## src/rtl/poll_div_pkg.sv

```systemverilog
// Shared operand width, FSM state type and counter width for the
// restoring divider that decomposes MAC results.
package Pollparametr;

    localparam int Const     = 8;
    localparam int DIV_CNT_W = $clog2(2*Const);

    typedef enum logic [1:0] {DIV_IDLE, DIV_CALC, DIV_DONE} div_state_t;

endpackage

```

## src/rtl/poll_div_step.sv

```systemverilog
// One restoring-division step: shift in the next dividend bit, then
// subtract the divisor when it fits.
module poll_div_step
    import Pollparametr::*;
(
    input  logic [Const:0]   rem,
    input  logic             din_bit,
    input  logic [Const-1:0] b,
    output logic [Const:0]   rem_next,
    output logic             q_bit
);

    // One spare bit so the comparison never loses the shifted-out MSB.
    logic [Const+1:0] shifted;

    always_comb begin
        shifted = {rem, din_bit};
        if (shifted >= {2'b00, b}) begin
            rem_next = (Const+1)'(shifted - {2'b00, b});
            q_bit    = 1'b1;
        end else begin
            rem_next = shifted[Const:0];
            q_bit    = 1'b0;
        end
    end

endmodule

```

## src/rtl/poll_div.sv

```systemverilog
// Sequential restoring divider: recovers A and C from DATA_IN = A*B + C,
// one quotient bit per clock, with valid/ready handshakes on both sides.
module poll_div
    import Pollparametr::*;
(
    input  logic               clk,
    input  logic               reset,
    input  logic               in_valid,
    output logic               in_ready,
    input  logic [2*Const-1:0] DATA_IN,
    input  logic [Const-1:0]   B,
    output logic               out_valid,
    input  logic               out_ready,
    output logic [2*Const-1:0] Q,
    output logic [Const-1:0]   R,
    output logic               ovf,
    output logic               div_zero
);

    localparam logic [DIV_CNT_W-1:0] CNT_LAST = DIV_CNT_W'(2*Const-1);

    div_state_t             state_q, state_d;
    logic [DIV_CNT_W-1:0]   cnt_q, cnt_d;
    logic [Const:0]         rem_q, rem_d;
    logic [2*Const-1:0]     dvd_q, dvd_d;
    logic [Const-1:0]       b_q, b_d;
    logic [2*Const-1:0]     q_q, q_d;
    logic [Const-1:0]       r_q, r_d;
    logic                   ovf_q, ovf_d;
    logic                   dz_q, dz_d;
    logic                   out_valid_q, out_valid_d;
    logic                   in_ready_q, in_ready_d;

    logic [Const:0]         step_rem;
    logic                   step_q;
    logic [2*Const-1:0]     q_final;

    poll_div_step u_step (
        .rem      (rem_q),
        .din_bit  (dvd_q[2*Const-1]),
        .b        (b_q),
        .rem_next (step_rem),
        .q_bit    (step_q)
    );

    // The dividend register doubles as the quotient register: each step
    // consumes its MSB and shifts the new quotient bit into its LSB.
    assign q_final = {dvd_q[2*Const-2:0], step_q};

    always_comb begin
        state_d     = state_q;
        cnt_d       = cnt_q;
        rem_d       = rem_q;
        dvd_d       = dvd_q;
        b_d         = b_q;
        q_d         = q_q;
        r_d         = r_q;
        ovf_d       = ovf_q;
        dz_d        = dz_q;
        out_valid_d = out_valid_q;
        in_ready_d  = in_ready_q;
        case (state_q)
            DIV_IDLE: begin
                if (in_valid) begin
                    in_ready_d = 1'b0;
                    b_d        = B;
                    if (B != '0) begin
                        state_d = DIV_CALC;
                        cnt_d   = '0;
                        rem_d   = '0;
                        dvd_d   = DATA_IN;
                    end else begin
                        state_d     = DIV_DONE;
                        q_d         = '1;
                        r_d         = DATA_IN[Const-1:0];
                        dz_d        = 1'b1;
                        ovf_d       = 1'b1;
                        out_valid_d = 1'b1;
                    end
                end
            end
            DIV_CALC: begin
                rem_d = step_rem;
                dvd_d = q_final;
                cnt_d = cnt_q + DIV_CNT_W'(1);
                if (cnt_q == CNT_LAST) begin
                    state_d     = DIV_DONE;
                    q_d         = q_final;
                    r_d         = step_rem[Const-1:0];
                    ovf_d       = |q_final[2*Const-1:Const];
                    dz_d        = 1'b0;
                    out_valid_d = 1'b1;
                end
            end
            DIV_DONE: begin
                if (out_ready) begin
                    state_d     = DIV_IDLE;
                    out_valid_d = 1'b0;
                    in_ready_d  = 1'b1;
                end
            end
            default: begin
                state_d     = DIV_IDLE;
                out_valid_d = 1'b0;
                in_ready_d  = 1'b1;
            end
        endcase
    end

    always_ff @(posedge clk or posedge reset) begin
        if (reset) begin
            state_q     <= DIV_IDLE;
            cnt_q       <= '0;
            rem_q       <= '0;
            dvd_q       <= '0;
            b_q         <= '0;
            q_q         <= '0;
            r_q         <= '0;
            ovf_q       <= 1'b0;
            dz_q        <= 1'b0;
            out_valid_q <= 1'b0;
            in_ready_q  <= 1'b1;
        end else begin
            state_q     <= state_d;
            cnt_q       <= cnt_d;
            rem_q       <= rem_d;
            dvd_q       <= dvd_d;
            b_q         <= b_d;
            q_q         <= q_d;
            r_q         <= r_d;
            ovf_q       <= ovf_d;
            dz_q        <= dz_d;
            out_valid_q <= out_valid_d;
            in_ready_q  <= in_ready_d;
        end
    end

    assign in_ready  = in_ready_q;
    assign out_valid = out_valid_q;
    assign Q         = q_q;
    assign R         = r_q;
    assign ovf       = ovf_q;
    assign div_zero  = dz_q;

endmodule
```

## config.mk

```make
export PLATFORM = sky130hd
export DESIGN_NAME = poll_div
export DESIGN_NICKNAME = d
export VERILOG_FILES = /design/src/rtl/poll_div_pkg.sv /design/src/rtl/poll_div_step.sv /design/src/rtl/poll_div.sv
export SDC_FILE = /design/constraint.sdc
export NUM_CORES = 1
export LEC_CHECK = 0
export ABC_AREA = 1
export CORE_MARGIN = 2
export CORE_UTILIZATION = 32
export DETAILED_ROUTE_END_ITERATION = 8
export DONT_BUFFER_PORTS = 1
export PLACE_DENSITY = 0.45
export SLEW_MARGIN = 15
export SYNTH_ARGS = -nofsm -noshare
export SYNTH_HDL_FRONTEND = slang
export SYNTH_HIERARCHICAL = 1
export SYNTH_SLANG_ARGS = --single-unit
export TNS_END_PERCENT = 20
```

## constraint.sdc

```tcl
create_clock -name clk -period 3.8 [get_ports clk]
set_input_delay 0.38 -clock clk [delete_from_list [all_inputs] [get_ports clk]]
set_output_delay 0.38 -clock clk [all_outputs]
set_load 0.02 [all_outputs]
```

==> flow_summary.yaml, run 1 <==
power_and_ir_drop:
  p_int_mw: 2.33
  p_seq_frac: 0.335
  pwr-share-comb: 0.478
  power_density_nw_per_um2: 1090
  peakVddDrop_mv: 0.368
  p_leak_nw: 2.30
  power_switching_share: 0.486
  netSwitchingPower_mw: 2.20
  p_clk_frac: 0.187
global_route:
  grt_usage: 0.165
  antenna_found_initial: 0
  gr-total-overflow: 0
  grt_pass1_vias: 3221
  grt_first_pass_wirelength_mm: 16.6
  grt_start_max_net_pins: 44
timing:
  period_share: 0.606
  hold_violations: 0
  clock_skew_ps: 8.57
  fmax_mhz: 435
  fin_hold_ws_ps: 133
  max_slew_margin: 0.365
  setup_viol: 0
  slew_viol_final: 0
  rsz0062_at_grt: "no"
  setup_tns_ps: 0
  worstMarginPinSlew_ps: 951
  fin_crit_ps: 2300
worst_setup_path:
  path_buf_inv: 1
  path_max_fanout: 35
  critPathKind: "flip-flop to flip-flop"
  crit_chain: "nor2_2 > inv_1 > or2_2 > nand3_1 > nand2_1"
  cpLargestDelayFamily: "simple AND/OR/NAND/NOR gates"
  cp_slowest_cell: "inv_1"
  required_ps: 4030
  arrival_ps: 2530
  worstSetupStartpointType: "flip-flop"
  max_stage_delay_ps: 600
  cp-end-kind: "flip-flop"
cells_and_area:
  final_common_cell: "nand2_1"
  drive_above_1_share: 0.0925
  design_area_um2: 4170
  regArea_um2: 1680
  fillers: 1270
  diodes: 0
  area_growth_pct: 11.1
  final_cell_mix: "258 x nand2_1, 66 x dfrtp_1, 60 x nand3_1"
  multi_input_area_um2: 1810
  nets: 552
floorplan:
  core-area_um2: 11400
  top_level_ports: 56
  fp.dieH_um: 112
  die_w_um: 112
  initial_core_util: 0.328
  rows: 39
  die-area_um2: 12600
clocking:
  cts_sinks: 67
  path_clk_slew_ps: 60
  clock_latency_ps: 340
  h-tree-depth: 3
  postCtsSetupBuffers: 0
  cts_hold_buf: 0
  tritoncts: "built"
  ctsResizeCount: 0
  clockBufferDepth: 2
  cts_root_buf: "clkbuf_16"
  cts_buffers: 9
synthesis:
  ys_warn_count: 6
  ys_seq_elements: 67
  synth.yosys.seq_area_share: 0.447
  synth_nets: 554
  yosysUniqueCellTypes: 32
  synth_area_um2: 3750
  syn_area_per_cell_um2: 7.27
  synth_cells: 516
routing:
  viasPerCell: 4.78
  drc: 0
  drtAntennaViolNets: 0
  wl_per_cell_um: 14.4
  dr_total_vias: 3163
  drtPass1Iterations: 4
  drt_iter0_markers: 138
  routed_wirelength_mm: 9.54
placement:
  place_congestion: 0.787
  dp_hpwl_mm: 6.68
  placed_area_um2: 3870
  io_buffer_count: 0
status:
  status: "finished, final reports clean"
job:
  cap_violations: 0
hold_path:
  hold_path_class: "input port to asynchronous set/reset pin"
==> synthesized netlist by cell type (all sizes together) <==
| cell | number | area [µm²] |
|---|---|---|
| nand4 | 3 | 33.8 |
| clkinv | 1 | 3.75 |
| dfrtp | 66 | 1650 |
| buf | 12 | 77.6 |
| clkbuf | 6 | 22.5 |
| nor2 | 21 | 115 |
| a21oi | 4 | 35.0 |
| fa | 1 | 20.0 |
| nand3b | 1 | 7.51 |
| a31oi | 2 | 27.5 |
| or2 | 10 | 62.6 |
| o21ai | 10 | 50.0 |
| xor2 | 3 | 26.3 |
| dfstp | 1 | 26.3 |
| inv | 42 | 158 |
| nand3 | 61 | 310 |
| ha | 9 | 113 |
| nand2 | 263 | 1010 |
==> metal layers <==
layer  GRT usage  up-vias  wire [µm]
li1            -     1609          -
met1       0.218     1478       4670
met2       0.252       59       4110
met3      0.0486       17        519
met4      0.0764        0        230
met5           0        -          0
==> power by group through the flow <==
| stage | registers (mW) | logic (mW) | clock network, mW |
|---|---|---|---|
| after CTS | 1.53 | 2.21 | 0.871 |
| after floorplan | 1.44 | 1.81 | 0 |
| after global routing | 1.57 | 2.55 | 0.908 |
| final | 1.52 | 2.17 | 0.847 |
| after global placement | 1.53 | 2.19 | 0 |
| after detailed placement | 1.53 | 2.21 | 0 |
==> through the flow <==
step	power [mW]	std cells	util	setup slack, ps
floorplan	3.25	516	-	1740
CTS	4.61	662	0.365	1490
finish	4.53	662	0.365	1500
global placement	3.72	646	0.339	1530
detailed placement	3.74	646	0.339	1500
global route	5.02	662	0.365	1240
==> logic make-up after synthesis <==
kind of cell             after synthesis  synth area share
AND/OR/NAND/NOR                      359             0.410
flip-flops                            67             0.447
buffers and inverters                 61            0.0697
AO/OA/AOI/OAI                         16            0.0300
adder cells (fa/ha/maj)               10            0.0354
XOR/XNOR                               3           0.00701
==> sequential cells by signal (all words and copies together) (netlist names) <==
signal / count
Q: 16
R: 8
b_q: 8
cnt_q: 4
div_zero: 1
dvd_q: 16
in_ready: 1
out_valid: 1
ovf: 1
rem_q: 9
state_q: 2
==> worst reg2reg max path, stage by stage, from the launching register on <==
cell	delay (ps)
dfrtp_1	460
nor2_2	510
inv_1	600
or2_2	480
nand3_1	80
nand2_1	50
==> cell type report <==
cell class	count	area share
multi-input cells	388	0.435
flip-flops and latches	67	0.403
clock buffers	12	0.0592
well taps	143	0.0429
inverters	43	0.0387
clock inverters	4	0.0120
repair buffers	5	0.00901
==> final timing paths <==
check                      slack (ps)  cells after the start                   start              endpoint
min reg2reg                       470                      2    dvd_q[3]$_DFFE_PP0P_  dvd_q[3]$_DFFE_PP0P_
min                               130                      1                   reset      Q[4]$_DFFE_PP0P_
min in group clk                  160                      2                    B[3]    b_q[3]$_DFFE_PP0P_
max                              1500                      5  state_q[1]$_DFFE_PP0P_     Q[12]$_DFFE_PP0P_
max reg2reg                      1500                      5  state_q[1]$_DFFE_PP0P_     Q[12]$_DFFE_PP0P_
max in group asynchronous        2730                      2                   reset  in_ready$_DFFE_PP1P_
Power figures use the tool's default switching activity.
==> run 2, diff against run 1 <==
--- a/config.mk
+++ b/config.mk
@@ -5,7 +5,7 @@
 export SDC_FILE = /design/constraint.sdc
 export NUM_CORES = 1
 export LEC_CHECK = 0
-export ABC_AREA = 1
+export ABC_AREA = 0
 export CORE_MARGIN = 2
 export CORE_UTILIZATION = 32
 export DETAILED_ROUTE_END_ITERATION = 8
==> constraint.sdc (replaced) <==
create_clock -name clk -period 2.24 [get_ports clk]
set_input_delay 0.224 -clock clk [delete_from_list [all_inputs] [get_ports clk]]
set_output_delay 0.224 -clock clk [all_outputs]
set_load 0.02 [all_outputs]
==> run 2 against run 1 <==
The run now ends with negative setup slack left. Register-to-register slack worse by 1700 ps. Count of clock-buffer cells in the layout down 1. Synthesized cell count down 36%. Sequential share of layout area up 0.89 points. Worst hold slack worse by 110 ps. Routed wire length down 13%. Non-clock buffer count up 32. Combinational power up 98%. Core utilization up 2.8 points. Power up 74%. Global-route usage down 1.5 points. Worst setup slack worse by 1700 ps.
==> flow_summary.yaml, run 2 <==
power_and_ir_drop:
  power.total_mw: 7.90
  power_density_nw_per_um2: 1940
  peakVddDrop_mv: 0.545
  p_leak_nw: 1.88
placement:
  dp.cells: 482
  io_buffer_count: 0
  dp_hpwl_mm: 5.84
  pre_cts_ws_ps: -117
  placed_area_um2: 3770
  place_congestion: 0.791
global_route:
  grt_start_max_net_pins: 68
  grt_usage: 0.151
  antenna_found_initial: 0
  gr-total-overflow: 0
  grt_first_pass_wirelength_mm: 13.5
  grt_pass1_vias: 2684
cells_and_area:
  diodes: 0
  area_growth_pct: 18.3
  layoutNonFillerInstCount: 503
  design_area_um2: 4080
  final_cell_mix: "75 x nand2_1, 66 x dfrtp_1, 34 x buf_4"
  nets: 400
  drive_above_1_share: 0.297
  final_common_cell: "nand2_1"
floorplan:
  core-area_um2: 10400
  top_level_ports: 56
  rows: 37
  die-area_um2: 11600
  initial_core_util: 0.332
  die_w_um: 108
  fp.dieH_um: 108
synthesis:
  yosys-top-cells-area: "dfrtp_1 48%, nand2_1 8.4%, mux2_2 7.2%, mux2_4 4.4%, o22a_1 3.8%"
  ys_seq_elements: 67
  synth_top_cells_by_count: "77 x nand2_1, 66 x dfrtp_1, 22 x inv_1, 22 x mux2_2, 16 x o21ai_0"
  async_flop_share: 1.00
  yosysMostFrequentCell: "nand2_1"
  synth_area_um2: 3450
  yosys_most_used_dff: "dfrtp_1"
  synth_edf_count: 0
  syn_area_per_cell_um2: 10.5
  synth_area_leader_cell: "dfrtp_1"
  yosysUniqueCellTypes: 50
  synth_nets: 367
  ys_warn_count: 6
  synth_cells: 329
  synth_top_area_frac: 0.479
  synth.yosys.seq_area_share: 0.487
status:
  status: "finished with violations"
  violations: "negative setup slack"
timing:
  fin_ws_ps: -162
  fmax_mhz: 416
  period_share: 1.07
  hold_violations: 0
  fin_crit_ps: 2400
  max_slew_margin: 0.452
  rsz0062_at_grt: "yes"
  clock_skew_ps: 11.0
  slew_viol_final: 0
  worstMarginPinSlew_ps: 822
  setup_viol: 11
routing:
  drtPass1Iterations: 4
  viasPerCell: 4.87
  drt_iter0_markers: 72
  wl_per_cell_um: 16.4
  drc: 0
  routed_wirelength_mm: 8.27
  drtAntennaViolNets: 0
  dr_total_vias: 2449
job:
  cap_violations: 0
clocking:
  path_clk_slew_ps: 80
  clock_latency_ps: 350
  clockBufferDepth: 2
  cts_sinks: 67
  tritoncts: "built"
  cts_buffers: 9
  cts_root_buf: "clkbuf_8"
  h-tree-depth: 3
worst_setup_path:
  required_ps: 2470
  critPathKind: "flip-flop to flip-flop"
  reg2reg_from: "dvd_q[15]$_DFFE_PP0P_"
  arrival_ps: 2630
  cp-end-kind: "flip-flop"
  worstSetupStartpointType: "flip-flop"
  path_max_fanout: 4
  reg2reg_depth: 11
  crit_start: "dvd_q[15]$_DFFE_PP0P_"
hold_path:
  hold_path_class: "input port to flip-flop"
  min_path_cells: 1
  worst_hold_startpoint: "B[6]"
==> run 2: critical path, cell delays in order, from the launching register on <==
cell	delay, ps
dfrtp_1	390
inv_2	70
ha_4	120
inv_2	40
fa_2	410
nand3_4	100
a21oi_4	70
nor4b_4	380
mux2_4	350
nand2_4	70
nand2_2	40
mux2_4	250
==> run 2: worst paths after layout <==
kind	end	slack, ps
worst max-delay path	R[1]$_DFFE_PP0P_	-160
worst min-delay path	b_q[6]$_DFFE_PP0P_	30
worst max register to register	R[1]$_DFFE_PP0P_	-160
worst min register to register	rem_q[8]$_DFFE_PP0P_	500
max in group asynchronous	Q[2]$_DFFE_PP0P_	1530
min in group asynchronous	Q[15]$_DFFE_PP0P_	400
==> run 2: timing repair <==
item                       CTS  global route
pin swaps                    0             8
cloned                       0             1
hold buffers                 1             0
setup buffers                0             3
setup endpoints to repair   11            17
gates resized for setup      1            29
hold endpoints to repair    66             0
==> run 2: through the flow <==
stage / setup TNS (ps) / hold slack [ps] / utilization
2_1_floorplan: -30.5 / 375 / -
3_3_place_gp: -289 / 221 / 0.364
3_5_place_dp: -719 / 226 / 0.364
4_1_cts: -852 / 8.00 / 0.383
5_1_grt: -2990 / 7.85 / 0.393
6_report: -1090 / 25.1 / 0.393
==> run 2: area by class of cell <==
class,instances,area (µm²)
Fill cell,1090,6290
Inverter,22,82.6
Multi-Input combinational cell,225,1660
Clock inverter,5,36.3
Timing Repair Buffer,37,297
Tap cell,136,170
Sequential cell,67,1680
Clock buffer,11,151
==> run 2: metal layers <==
metal  share of wire  routed length, µm  track usage  vias up
li1                -                  -            -     1199
met4          0.0082                 68       0.0449        0
met1            0.46               3830        0.189     1202
met2            0.48               3980        0.251       41
met5               0                  0            0        -
met3           0.048                394       0.0430        7
==> run 2: cell families (layout without fill, tap and decap cells) <==
kind of cell,Yosys count,count (layout),synth area share
AND/OR/NAND/NOR,113,113,0.151
flip-flops,67,67,0.487
AO/OA/AOI/OAI,63,63,0.131
buffers and inverters,37,75,0.0570
multiplexers,36,36,0.128
adder cells (fa/ha/maj),10,10,0.0385
XOR/XNOR,3,3,0.00762
==> run 2: power breakdown <==
group          internal [mW]  switching (mW)  total [mW]
clock                  0.464           0.496       0.960
sequential              1.85           0.794        2.64
combinational           2.21            2.09        4.30
total                   4.52            3.38        7.90
==> run 3, diff against run 2 <==
--- a/config.mk
+++ b/config.mk
@@ -10,6 +10,7 @@
 export CORE_UTILIZATION = 32
 export DETAILED_ROUTE_END_ITERATION = 8
 export DONT_BUFFER_PORTS = 1
+export HOLD_SLACK_MARGIN = 0.1
 export PLACE_DENSITY = 0.45
 export SLEW_MARGIN = 15
 export SYNTH_ARGS = -nofsm -noshare
==> constraint.sdc (replaced) <==
create_clock -name clk -period 2.24 [get_ports clk]
set_input_delay 0.112 -clock clk [delete_from_list [all_inputs] [get_ports clk]]
set_output_delay 0.112 -clock clk [all_outputs]
set_load 0.02 [all_outputs]
==> run 3 against run 2 <==
The flow still finishes with violations (negative setup slack). Register-to-register slack is essentially flat. Worst setup slack better by 5.0 ps. Core utilization rose by 2.5 points. Routed wire length rose by 2.3%. Cell area increased by 6.4%. Sequential power about the same. Maximum frequency is 0.21% higher. Highest routed layer unchanged.
==> flow_summary.yaml, run 3 (synthesized netlist as in run 2, its figures left out) <==
status:
  status: "finished with violations"
  violations: "negative setup slack"
cells_and_area:
  design_area_um2: 4340
  final_common_cell: "nand2_1"
  area_growth_pct: 25.9
  diodes: 0
  drive_above_1_share: 0.274
  layoutNonFillerInstCount: 530
  final_cell_mix: "76 x nand2_1, 66 x dfrtp_1, 35 x buf_4"
  nets: 427
worst_setup_path:
  path_max_fanout: 4
  crit_start: "dvd_q[15]$_DFFE_PP0P_"
  r2r_setup_slack_ps: -160
  max_stage_delay_ps: 410
  reg2reg_from: "dvd_q[15]$_DFFE_PP0P_"
  cp_slowest_cell: "fa_2"
  cp-end-kind: "flip-flop"
  critPathKind: "flip-flop to flip-flop"
  critPathCapture: "R[1]$_DFFE_PP0P_"
  arrival_ps: 2630
  r2r_end: "R[1]$_DFFE_PP0P_"
  crit_chain: "inv_2 > ha_4 > inv_2 > fa_2 > nand3_4 > a21oi_4 > nor4b_4 > buf_4 > mux2_4 > nand2_2 > nand2_1 > mux2_4"
  required_ps: 2470
  worstSetupStartpointType: "flip-flop"
  reg2reg_depth: 12
floorplan:
  rows: 37
  core-area_um2: 10400
  die_w_um: 108
  die-area_um2: 11600
  fp.dieH_um: 108
  initial_core_util: 0.332
  top_level_ports: 56
placement:
  placed_area_um2: 3750
  dp_hpwl_mm: 6.05
  dp.cells: 481
  place_congestion: 0.782
  pre_cts_ws_ps: -123
  io_buffer_count: 0
clocking:
  clock_latency_ps: 340
  cts_root_buf: "clkbuf_8"
  cts_sinks: 67
  tritoncts: "built"
  cts_buffers: 9
  path_clk_slew_ps: 80
  clockBufferDepth: 2
  h-tree-depth: 3
routing:
  dr_total_vias: 2564
  drtAntennaViolNets: 0
  wl_per_cell_um: 16.0
  viasPerCell: 4.84
  drt_iter0_markers: 64
  routed_wirelength_mm: 8.46
  drtPass1Iterations: 4
  drc: 0
timing:
  setup_tns_ps: -866
  period_share: 1.07
  hold_violations: 0
  fin_hold_ws_ps: 139
  fmax_mhz: 417
  fin_crit_ps: 2400
  max_slew_margin: 0.446
  clock_skew_ps: 12.2
  worstMarginPinSlew_ps: 831
  setup_viol: 10
  slew_viol_final: 0
  rsz0062_at_grt: "yes"
  fin_ws_ps: -157
power_and_ir_drop:
  p_leak_nw: 1.99
  peakVddDrop_mv: 0.512
  power_density_nw_per_um2: 1850
global_route:
  grt_first_pass_wirelength_mm: 14.1
  gr-total-overflow: 0
  grt_pass1_vias: 2673
  grt_usage: 0.157
  antenna_found_initial: 0
  grt_start_max_net_pins: 30
hold_path:
  hold_path_class: "input port to flip-flop"
job:
  cap_violations: 0
==> run 3: cell types whose count changed in the layout (fill, tap and decap cells not counted), moves of 2 or more <==
cell / before / now
clkinvlp_4: 3 / 1
dlygate4sd3_1: 1 / 27
o21ai_1: 7 / 9
o21ai_2: 3 / 1
==> run 3: layout make-up <==
class	count	area (µm²)
Fill cell	1064	6030
Sequential cell	67	1680
Multi-Input combinational cell	225	1650
Timing Repair Buffer	64	552
Tap cell	136	170
Clock buffer	11	151
Inverter	22	82.6
Clock inverter	5	60.1
==> run 3: worst max-delay path: cells and delay by family, from the launching register on <==
kind | cells | cell delay, ps
buffers and inverters | 3 | 290
flip-flops | 1 | 390
multiplexers | 2 | 550
AO/OA/AOI/OAI | 1 | 70
adder cells (fa/ha/maj) | 2 | 540
AND/OR/NAND/NOR | 4 | 440
==> run 3: stage by stage <==
| stage | utilization | power (mW) |
|---|---|---|
| after floorplan | - | 5.45 |
| after global placement | 0.362 | 6.56 |
| after detailed placement | 0.362 | 6.59 |
| after CTS | 0.408 | 7.74 |
| after global routing | 0.418 | 8.76 |
| final | 0.418 | 8.01 |
==> run 3: routing by layer <==
metal / global-route usage / up-vias / part of all wire
li1: - / 1255 / -
met3: 0.0466 / 7 / 0.045
met2: 0.263 / 38 / 0.49
met4: 0.0275 / 0 / 0.0064
met1: 0.202 / 1264 / 0.46
met5: 0 / - / 0
==> run 3: how the worst min path moves through the flow <==
stage	startpoint	slack, ps	to	cells past startpoint
2_1_floorplan	B[0]	260	b_q[0]$_DFFE_PP0P_	1
3_3_place_gp	reset	10	cnt_q[2]$_DFFE_PP0P_	1
5_1_grt	B[2]	150	div_zero$_DFFE_PP0P_	3
6_report	B[2]	140	div_zero$_DFFE_PP0P_	3
4_1_cts	B[2]	140	div_zero$_DFFE_PP0P_	3
3_5_place_dp	reset	10	cnt_q[1]$_DFFE_PP0P_	1
==> run 3: repair_timing <==
item,in CTS,in global routing
resized for setup,0,25
setup endpoints to repair,11,18
cloned,0,1
pin swaps,0,10
hold buffers,27,0
setup buffers,0,5
endpoints found under the hold margin,72,0
==> run 3: power by group <==
group	internal (mW)	switching [mW]	total, mW
sequential	1.85	0.803	2.65
combinational	2.20	2.07	4.27
clock	0.579	0.505	1.08
